==> src/rtl/alien_pkg.sv <==
// Shared types and constants for the alien swarm controller and its per-slot logic.
// Also holds the LFSR step function used for spawn Y and walk directions.
package alien_pkg;

    localparam int COORD_W = 10;

    typedef enum logic [1:0] {
        IDLE,
        ACTIVE,
        HIT
    } slot_state_e;

    // Walk direction codes; every other code is a plain left move.
    localparam logic [2:0] DIR_UP        = 3'd2;
    localparam logic [2:0] DIR_DOWN      = 3'd3;
    localparam logic [2:0] DIR_LEFT_UP   = 3'd4;
    localparam logic [2:0] DIR_LEFT_DOWN = 3'd5;

    localparam logic [15:0] LFSR_DEFAULT_SEED = 16'hACE1;
    localparam logic [15:0] LFSR_TAP_MASK     = 16'hB400;  // taps 16,14,13,11

    function automatic logic [15:0] lfsr_next(input logic [15:0] s);
        return {s[14:0], ^(s & LFSR_TAP_MASK)};
    endfunction

endpackage

==> src/rtl/alien_slot.sv <==
// One alien slot: IDLE/ACTIVE/HIT state machine, position registers and respawn countdown.
// Spawn selection and the step strobe come from the swarm controller.
module alien_slot
    import alien_pkg::*;
#(
    parameter int START_X       = 673,
    parameter int X_MIN         = 153,
    parameter int Y_MIN         = 65,
    parameter int Y_MAX         = 485,
    parameter int RESPAWN_STEPS = 64
) (
    input  logic               clk,
    input  logic               reset_n,
    input  logic               step_tick,
    input  logic               hit,
    input  logic               spawn,
    input  logic [COORD_W-1:0] spawn_y,
    input  logic [2:0]         dir,
    output logic [COORD_W-1:0] x,
    output logic [COORD_W-1:0] y,
    output logic               active,
    output logic               kill_pulse,
    output logic               escape_pulse,
    output logic               ready,
    output logic               in_hit
);

    localparam int RESP_W = (RESPAWN_STEPS > 0) ? $clog2(RESPAWN_STEPS + 1) : 1;

    slot_state_e        state_q, state_d;
    logic [COORD_W-1:0] x_q, x_d, y_q, y_d;
    logic [RESP_W-1:0]  resp_q, resp_d;
    logic               active_q, active_d;
    logic               kill_q, kill_d;
    logic               esc_q, esc_d;
    logic               move_left, move_up, move_down;

    always_comb begin
        move_left = !(dir == DIR_UP || dir == DIR_DOWN);
        move_up   = (dir == DIR_UP) || (dir == DIR_LEFT_UP);
        move_down = (dir == DIR_DOWN) || (dir == DIR_LEFT_DOWN);

        // NOTE: every _d gets a hold/default value first so no path leaves it unassigned (no latch).
        state_d  = state_q;
        x_d      = x_q;
        y_d      = y_q;
        resp_d   = resp_q;
        active_d = active_q;
        kill_d   = 1'b0;
        esc_d    = 1'b0;

        unique case (state_q)
            IDLE: begin
                if (spawn) begin
                    state_d  = ACTIVE;
                    x_d      = COORD_W'(START_X);
                    y_d      = spawn_y;
                    active_d = 1'b1;
                end else if (step_tick && resp_q != '0) begin
                    resp_d = resp_q - RESP_W'(1);
                end
            end
            ACTIVE: begin
                if (hit) begin
                    state_d  = HIT;
                    active_d = 1'b0;
                end else if (step_tick) begin
                    if (move_left && x_q == COORD_W'(X_MIN)) begin
                        // Walking off the left edge: retire in place and wait to respawn.
                        state_d  = IDLE;
                        active_d = 1'b0;
                        esc_d    = 1'b1;
                        resp_d   = RESP_W'(RESPAWN_STEPS);
                    end else begin
                        if (move_left) x_d = x_q - COORD_W'(1);
                        if (move_up && y_q > COORD_W'(Y_MIN)) y_d = y_q - COORD_W'(1);
                        if (move_down && y_q < COORD_W'(Y_MAX)) y_d = y_q + COORD_W'(1);
                    end
                end
            end
            HIT: begin
                kill_d  = 1'b1;
                resp_d  = RESP_W'(RESPAWN_STEPS);
                state_d = IDLE;
            end
            default: state_d = IDLE;
        endcase
    end

    // NOTE: state registers use non-blocking assignments so every flop samples pre-edge values.
    always_ff @(posedge clk or negedge reset_n) begin
        if (!reset_n) begin
            state_q  <= IDLE;
            x_q      <= COORD_W'(START_X);
            y_q      <= COORD_W'(Y_MIN);
            resp_q   <= '0;
            active_q <= 1'b0;
            kill_q   <= 1'b0;
            esc_q    <= 1'b0;
        end else begin
            state_q  <= state_d;
            x_q      <= x_d;
            y_q      <= y_d;
            resp_q   <= resp_d;
            active_q <= active_d;
            kill_q   <= kill_d;
            esc_q    <= esc_d;
        end
    end

    assign x            = x_q;
    assign y            = y_q;
    assign active       = active_q;
    assign kill_pulse   = kill_q;
    assign escape_pulse = esc_q;
    assign ready        = (state_q == IDLE) && (resp_q == '0);
    assign in_hit       = (state_q == HIT);

endmodule

==> src/rtl/alien_swarm_controller.sv <==
// Swarm top: shared step timer and LFSR, lowest-index spawn arbitration with Y rejection
// sampling, saturating kill counter, and NUM_ALIENS alien_slot instances.
module alien_swarm_controller
    import alien_pkg::*;
#(
    parameter int          NUM_ALIENS    = 4,
    parameter int          START_X       = 673,
    parameter int          X_MIN         = 153,
    parameter int          Y_MIN         = 65,
    parameter int          Y_MAX         = 485,
    parameter int          STEP_TICKS    = 500000,
    parameter int          RESPAWN_STEPS = 64,
    parameter logic [15:0] LFSR_SEED     = 16'hACE1
) (
    input  logic                          clk,
    input  logic                          reset_n,
    input  logic                          enable,
    input  logic [NUM_ALIENS-1:0]         hit_vec,
    output logic [COORD_W*NUM_ALIENS-1:0] alien_x,
    output logic [COORD_W*NUM_ALIENS-1:0] alien_y,
    output logic [NUM_ALIENS-1:0]         alien_active,
    output logic [NUM_ALIENS-1:0]         kill_pulse,
    output logic [NUM_ALIENS-1:0]         escape_pulse,
    output logic [15:0]                   kill_count
);

    localparam int          STEP_W = (STEP_TICKS > 1) ? $clog2(STEP_TICKS) : 1;
    localparam logic [15:0] SEED   = (LFSR_SEED == 16'h0) ? LFSR_DEFAULT_SEED : LFSR_SEED;

    logic [STEP_W-1:0]     step_cnt_q, step_cnt_d;
    logic                  step_tick;
    logic [15:0]           lfsr_q, lfsr_d;
    logic [15:0]           kill_count_q, kill_count_d;
    logic [16:0]           kill_sum;
    logic [COORD_W-1:0]    cand_y;
    logic                  spawn_found;
    logic [NUM_ALIENS-1:0] ready, in_hit, spawn;

    always_comb begin
        step_tick  = enable && (step_cnt_q == STEP_W'(STEP_TICKS - 1));
        step_cnt_d = step_cnt_q;
        if (enable) step_cnt_d = step_tick ? '0 : step_cnt_q + STEP_W'(1);
        lfsr_d = lfsr_next(lfsr_q);
    end

    // Out-of-range candidates spawn nobody; the LFSR offers a fresh one next cycle.
    always_comb begin
        cand_y      = COORD_W'(Y_MIN) + COORD_W'(lfsr_q[8:0]);
        spawn       = '0;
        spawn_found = 1'b0;
        if (enable && cand_y <= COORD_W'(Y_MAX)) begin
            for (int i = 0; i < NUM_ALIENS; i++) begin
                if (!spawn_found && ready[i]) begin
                    spawn[i]    = 1'b1;
                    spawn_found = 1'b1;
                end
            end
        end
    end

    always_comb begin
        kill_sum = {1'b0, kill_count_q};
        for (int i = 0; i < NUM_ALIENS; i++) kill_sum = kill_sum + 17'(in_hit[i]);
        kill_count_d = kill_sum[16] ? 16'hFFFF : kill_sum[15:0];
    end

    always_ff @(posedge clk or negedge reset_n) begin
        if (!reset_n) begin
            step_cnt_q   <= '0;
            lfsr_q       <= SEED;
            kill_count_q <= '0;
        end else begin
            step_cnt_q   <= step_cnt_d;
            lfsr_q       <= lfsr_d;
            kill_count_q <= kill_count_d;
        end
    end

    assign kill_count = kill_count_q;

    for (genvar i = 0; i < NUM_ALIENS; i++) begin : g_slot
        alien_slot #(
            .START_X      (START_X),
            .X_MIN        (X_MIN),
            .Y_MIN        (Y_MIN),
            .Y_MAX        (Y_MAX),
            .RESPAWN_STEPS(RESPAWN_STEPS)
        ) u_slot (
            .clk         (clk),
            .reset_n     (reset_n),
            .step_tick   (step_tick),
            .hit         (hit_vec[i]),
            .spawn       (spawn[i]),
            .spawn_y     (cand_y),
            .dir         (lfsr_q[(3*i)%14 +: 3]),
            .x           (alien_x[COORD_W*i +: COORD_W]),
            .y           (alien_y[COORD_W*i +: COORD_W]),
            .active      (alien_active[i]),
            .kill_pulse  (kill_pulse[i]),
            .escape_pulse(escape_pulse[i]),
            .ready       (ready[i]),
            .in_hit      (in_hit[i])
        );
    end

endmodule

==> config.mk <==
export PLATFORM = sky130hd
export DESIGN_NAME = alien_swarm_controller
export DESIGN_NICKNAME = d
export VERILOG_FILES = /design/src/rtl/alien_pkg.sv /design/src/rtl/alien_slot.sv /design/src/rtl/alien_swarm_controller.sv
export SDC_FILE = /design/constraint.sdc
export NUM_CORES = 1
export LEC_CHECK = 0
export ABC_CLOCK_PERIOD_IN_PS = 4000
export CAP_MARGIN = 10
export CELL_PAD_IN_SITES_DETAIL_PLACEMENT = 0
export CELL_PAD_IN_SITES_GLOBAL_PLACEMENT = 1
export CORE_ASPECT_RATIO = 0.9
export CORE_MARGIN = 4
export CORE_UTILIZATION = 40
export DETAILED_ROUTE_END_ITERATION = 7
export PLACE_DENSITY_LB_ADDON = 0.1
export SLEW_MARGIN = 25
export SYNTH_ARGS = -nofsm -noshare
export SYNTH_HDL_FRONTEND = slang
export SYNTH_SLANG_ARGS = --single-unit
==> constraint.sdc <==
create_clock -name clk -period 4 [get_ports clk]
set_clock_uncertainty 0.15 [all_clocks]
set_input_delay 0.8 -clock clk [delete_from_list [all_inputs] [get_ports clk]]
set_output_delay 0.8 -clock clk [all_outputs]
set_load 0.1 [all_outputs]
==> results.py <==
metrics = {
    "outcome": {
        "status": "complete, no violations",
    },
    "grt": {
        "grt_pass1_wl_um": 52000,
        "grt.overflow.total": 0,
        "grt_max_degree": 87,
        "grt_pass1_vias": 9321,
        "grtUsageTotal_pct": 19.9,
        "grt_antenna_before_repair": 2,
    },
    "clock_network": {
        "hold_buffers": 0,
        "cts_tree": "yes",
        "clock_sinks": 179,
        "clkTransAtPathRegs_ps": 70,
        "cts_buffer_depth": 2,
        "cts_root_buf": "clkbuf_16",
        "cts_buffers": 17,
        "clock_latency_ps": 440,
        "cts_setup_buffers": 0,
        "htreeDepth": 4,
    },
    "placement": {
        "dp_slack_ps": 235,
        "placed_cells": 1735,
        "place_hpwl_um": 23300,
        "gp_congestion": 0.843,
        "portBuffers": 114,
    },
    "synth": {
        "yosysTopAreaCell": "dfrtp_1",
        "synth_top_family_by_area": "compound AO/OA/AOI/OAI gates",
        "synth_area_um2": 11600,
        "yosysSeqAreaShare_pct": 38.9,
        "synth-adder-area-share_pct": 8.53,
        "synthMuxAreaShare_pct": 1.65,
        "synth_compound_area_share_pct": 21.5,
        "synth-seq-cells": 179,
        "synth_edf_count": 0,
        "synth_area_leaders": "dfrtp_1 (32%), ha_1 (7.3%), dfstp_2 (7.2%)",
        "ys_types": 89,
        "synth-simple-area-share_pct": 20.7,
        "syn_nets": 1361,
        "synthXorXnorAreaFrac_pct": 4.22,
        "synth_top_area_share_pct": 31.7,
        "async_flop_share_pct": 100,
        "yosysWarnings": 0,
        "syn_inst": 1279,
        "syn-mean-instance-area_um2": 9.08,
        "ys.flop_type": "dfrtp_1",
    },
    "power_and_ir_drop": {
        "irDropWorstVdd_mv": 0.482,
        "leakage_nw": 5.80,
        "power_density_nw_per_um2": 761,
    },
    "die": {
        "core.rowCount": 58,
        "die_w_um": 188,
        "core_area_um2": 28300,
        "io_pins": 115,
        "die_area_um2": 31800,
        "initial_core_util_pct": 41.0,
        "dieHeight_um": 170,
    },
    "timing": {
        "fin_ws_ps": 268,
        "finalHoldViolations": 0,
        "worst_pin_slew_ps": 991,
        "tns_ps": 0,
        "clock.fmax_mhz": 268,
        "fin_crit_ps": 3730,
        "rsz0062_at_grt": "false",
        "setup_violations": 0,
        "min_period_over_period_pct": 93.3,
        "drv_slew": 0,
        "relSlewSlack_pct": 33.7,
    },
    "setup_path": {
        "r2r_start": "lfsr_q[0]",
        "endpoint_kind": "register",
        "cp_max_fo": 13,
        "critPathRequiredTime_ps": 4180,
        "worst-r2r-setup-slack_ps": 270,
        "reg2regPathDepth": 11,
        "reg2reg_to": "g_slot[0].u_slot.y[9]",
        "crit_path_end": "g_slot[0].u_slot.y[9]",
        "arrival_ps": 3920,
        "crit_start": "lfsr_q[0]",
        "path_class": "register to register",
        "startpoint_type": "register",
    },
    "finish": {
        "area_growth_pct": 19.0,
        "most-common-layout-cells": "dfrtp_1 (147), nor2_1 (116), clkdlybuf4s50_1 (113)",
        "antennaDiodeCount": 0,
        "fin_cells": 1767,
        "fin_nets": 1476,
        "layout-drive-gt1-share_pct": 9.03,
        "multiInputGateArea_um2": 6590,
        "finish.utilization_pct": 48.8,
        "fill_cells": 2718,
        "seqCellArea_um2": 4520,
        "final_common_cell": "dfrtp_1",
    },
    "routing": {
        "dr.first_iter.drc_count": 534,
        "ant_nets": 0,
        "first_pass_iters": 6,
        "wl_per_cell_um": 18.1,
        "route.detailed.drc": 0,
        "drt_wl_total_um": 31900,
        "vias_per_cell": 5.66,
        "vias": 9995,
    },
    "min_path": {
        "min-delay-path-class": "register to register",
    },
    "job": {
        "cap_violations": 0,
    },
}
## sequential cells by signal, indices dropped and copies added (netlist names)
register / count
g_slot.u_slot.x: 40
g_slot.u_slot.kill_pulse: 4
g_slot.u_slot.state_q: 8
g_slot.u_slot.active: 4
g_slot.u_slot.resp_q: 28
lfsr_q: 16
kill_count: 16
g_slot.u_slot.escape_pulse: 4
g_slot.u_slot.y: 40
step_cnt_q: 19
## cells in the mapped netlist (all sizes together) (12+ instances only)
library cell / count
xnor2: 31
ha: 68
clkbuf: 29
a22o: 12
xor2: 25
nand3: 33
nand4: 16
inv: 70
nor3: 46
a31oi: 15
nor4: 17
buf: 22
and2: 12
nor2b: 17
or3: 23
a211oi: 17
o21ai: 102
dfrtp: 147
a21o: 15
nand2: 93
dfstp: 32
a21oi: 66
nor2: 116
nand2b: 22
and3: 12
o21a: 13
o31ai: 15
## metal layers
layer / wire length [um] / vias to the layer above / GRT usage [%] / share of wire [%]
li1: - / 4925 / - / -
met1: 15700 / 4816 / 29.1 / 49
met2: 14500 / 225 / 31.6 / 45
met3: 1280 / 29 / 2.90 / 4.0
met4: 388 / 0 / 4.37 / 1.2
met5: 0 / - / 0 / 0
## layout make-up
type,instances,area share (%)
Tap cell,360,3.26
Clock inverter,9,0.833
Clock buffer,23,3.53
Inverter,72,1.96
Multi-Input combinational cell,977,47.7
Timing Repair Buffer,147,10.1
Sequential cell,179,32.7
## worst min path at each step
stage               start  slack (ps)    endpoint  cells after the start
3_3_place_gp   lfsr_q[14]         190  lfsr_q[15]                      0
5_1_grt        lfsr_q[14]         220  lfsr_q[15]                      0
3_5_place_dp   lfsr_q[14]         190  lfsr_q[15]                      0
4_1_cts        lfsr_q[14]         210  lfsr_q[15]                      0
2_1_floorplan  lfsr_q[14]         180  lfsr_q[15]                      0
6_report       lfsr_q[14]         200  lfsr_q[15]                      0
## cells by family (layout without fill, tap and decap cells)
logic type / Yosys count / in the layout
compound gates: 366 / 366
flops: 179 / 179
mux: 18 / 18
xor+xnor: 56 / 56
simple gates: 462 / 462
fa+ha+maj: 75 / 75
buf+inv: 123 / 251
## report_power, final
| group | internal [mW] | leakage (nW) | switching, mW | total, mW |
|---|---|---|---|---|
| registers | 2.33 | 2.24 | 0.586 | 2.92 |
| logic | 1.80 | 3.27 | 4.04 | 5.84 |
| clock network | 0.997 | 0.291 | 0.767 | 1.76 |
## worst max-delay path, stage by stage (launching register included)
cell,delay (ps)
dfstp_2,670
ha_2,330
nand2b_1,80
a211o_1,450
ha_1,350
a211oi_1,280
o21bai_1,140
a2111oi_0,450
or3_1,230
o21ai_0,140
mux2i_1,150
o32ai_1,220
## per-stage QoR
step	power (mW)	cell area, um^2	hold WS, ps
global placement	8.75	13200	187
finish	10.5	13800	204
CTS	10.6	13800	211
detailed placement	8.79	13200	194
floorplan	7.43	11600	183
global route	11.2	13800	220
## what timing repair did
| item | in CTS | in global routing |
|---|---|---|
| endpoints found under the setup margin | 0 | 2 |
| endpoints found under the hold margin | 0 | 0 |
| gates resized for setup | 0 | 2 |
Note: power is estimated with default switching activity, not from simulation.
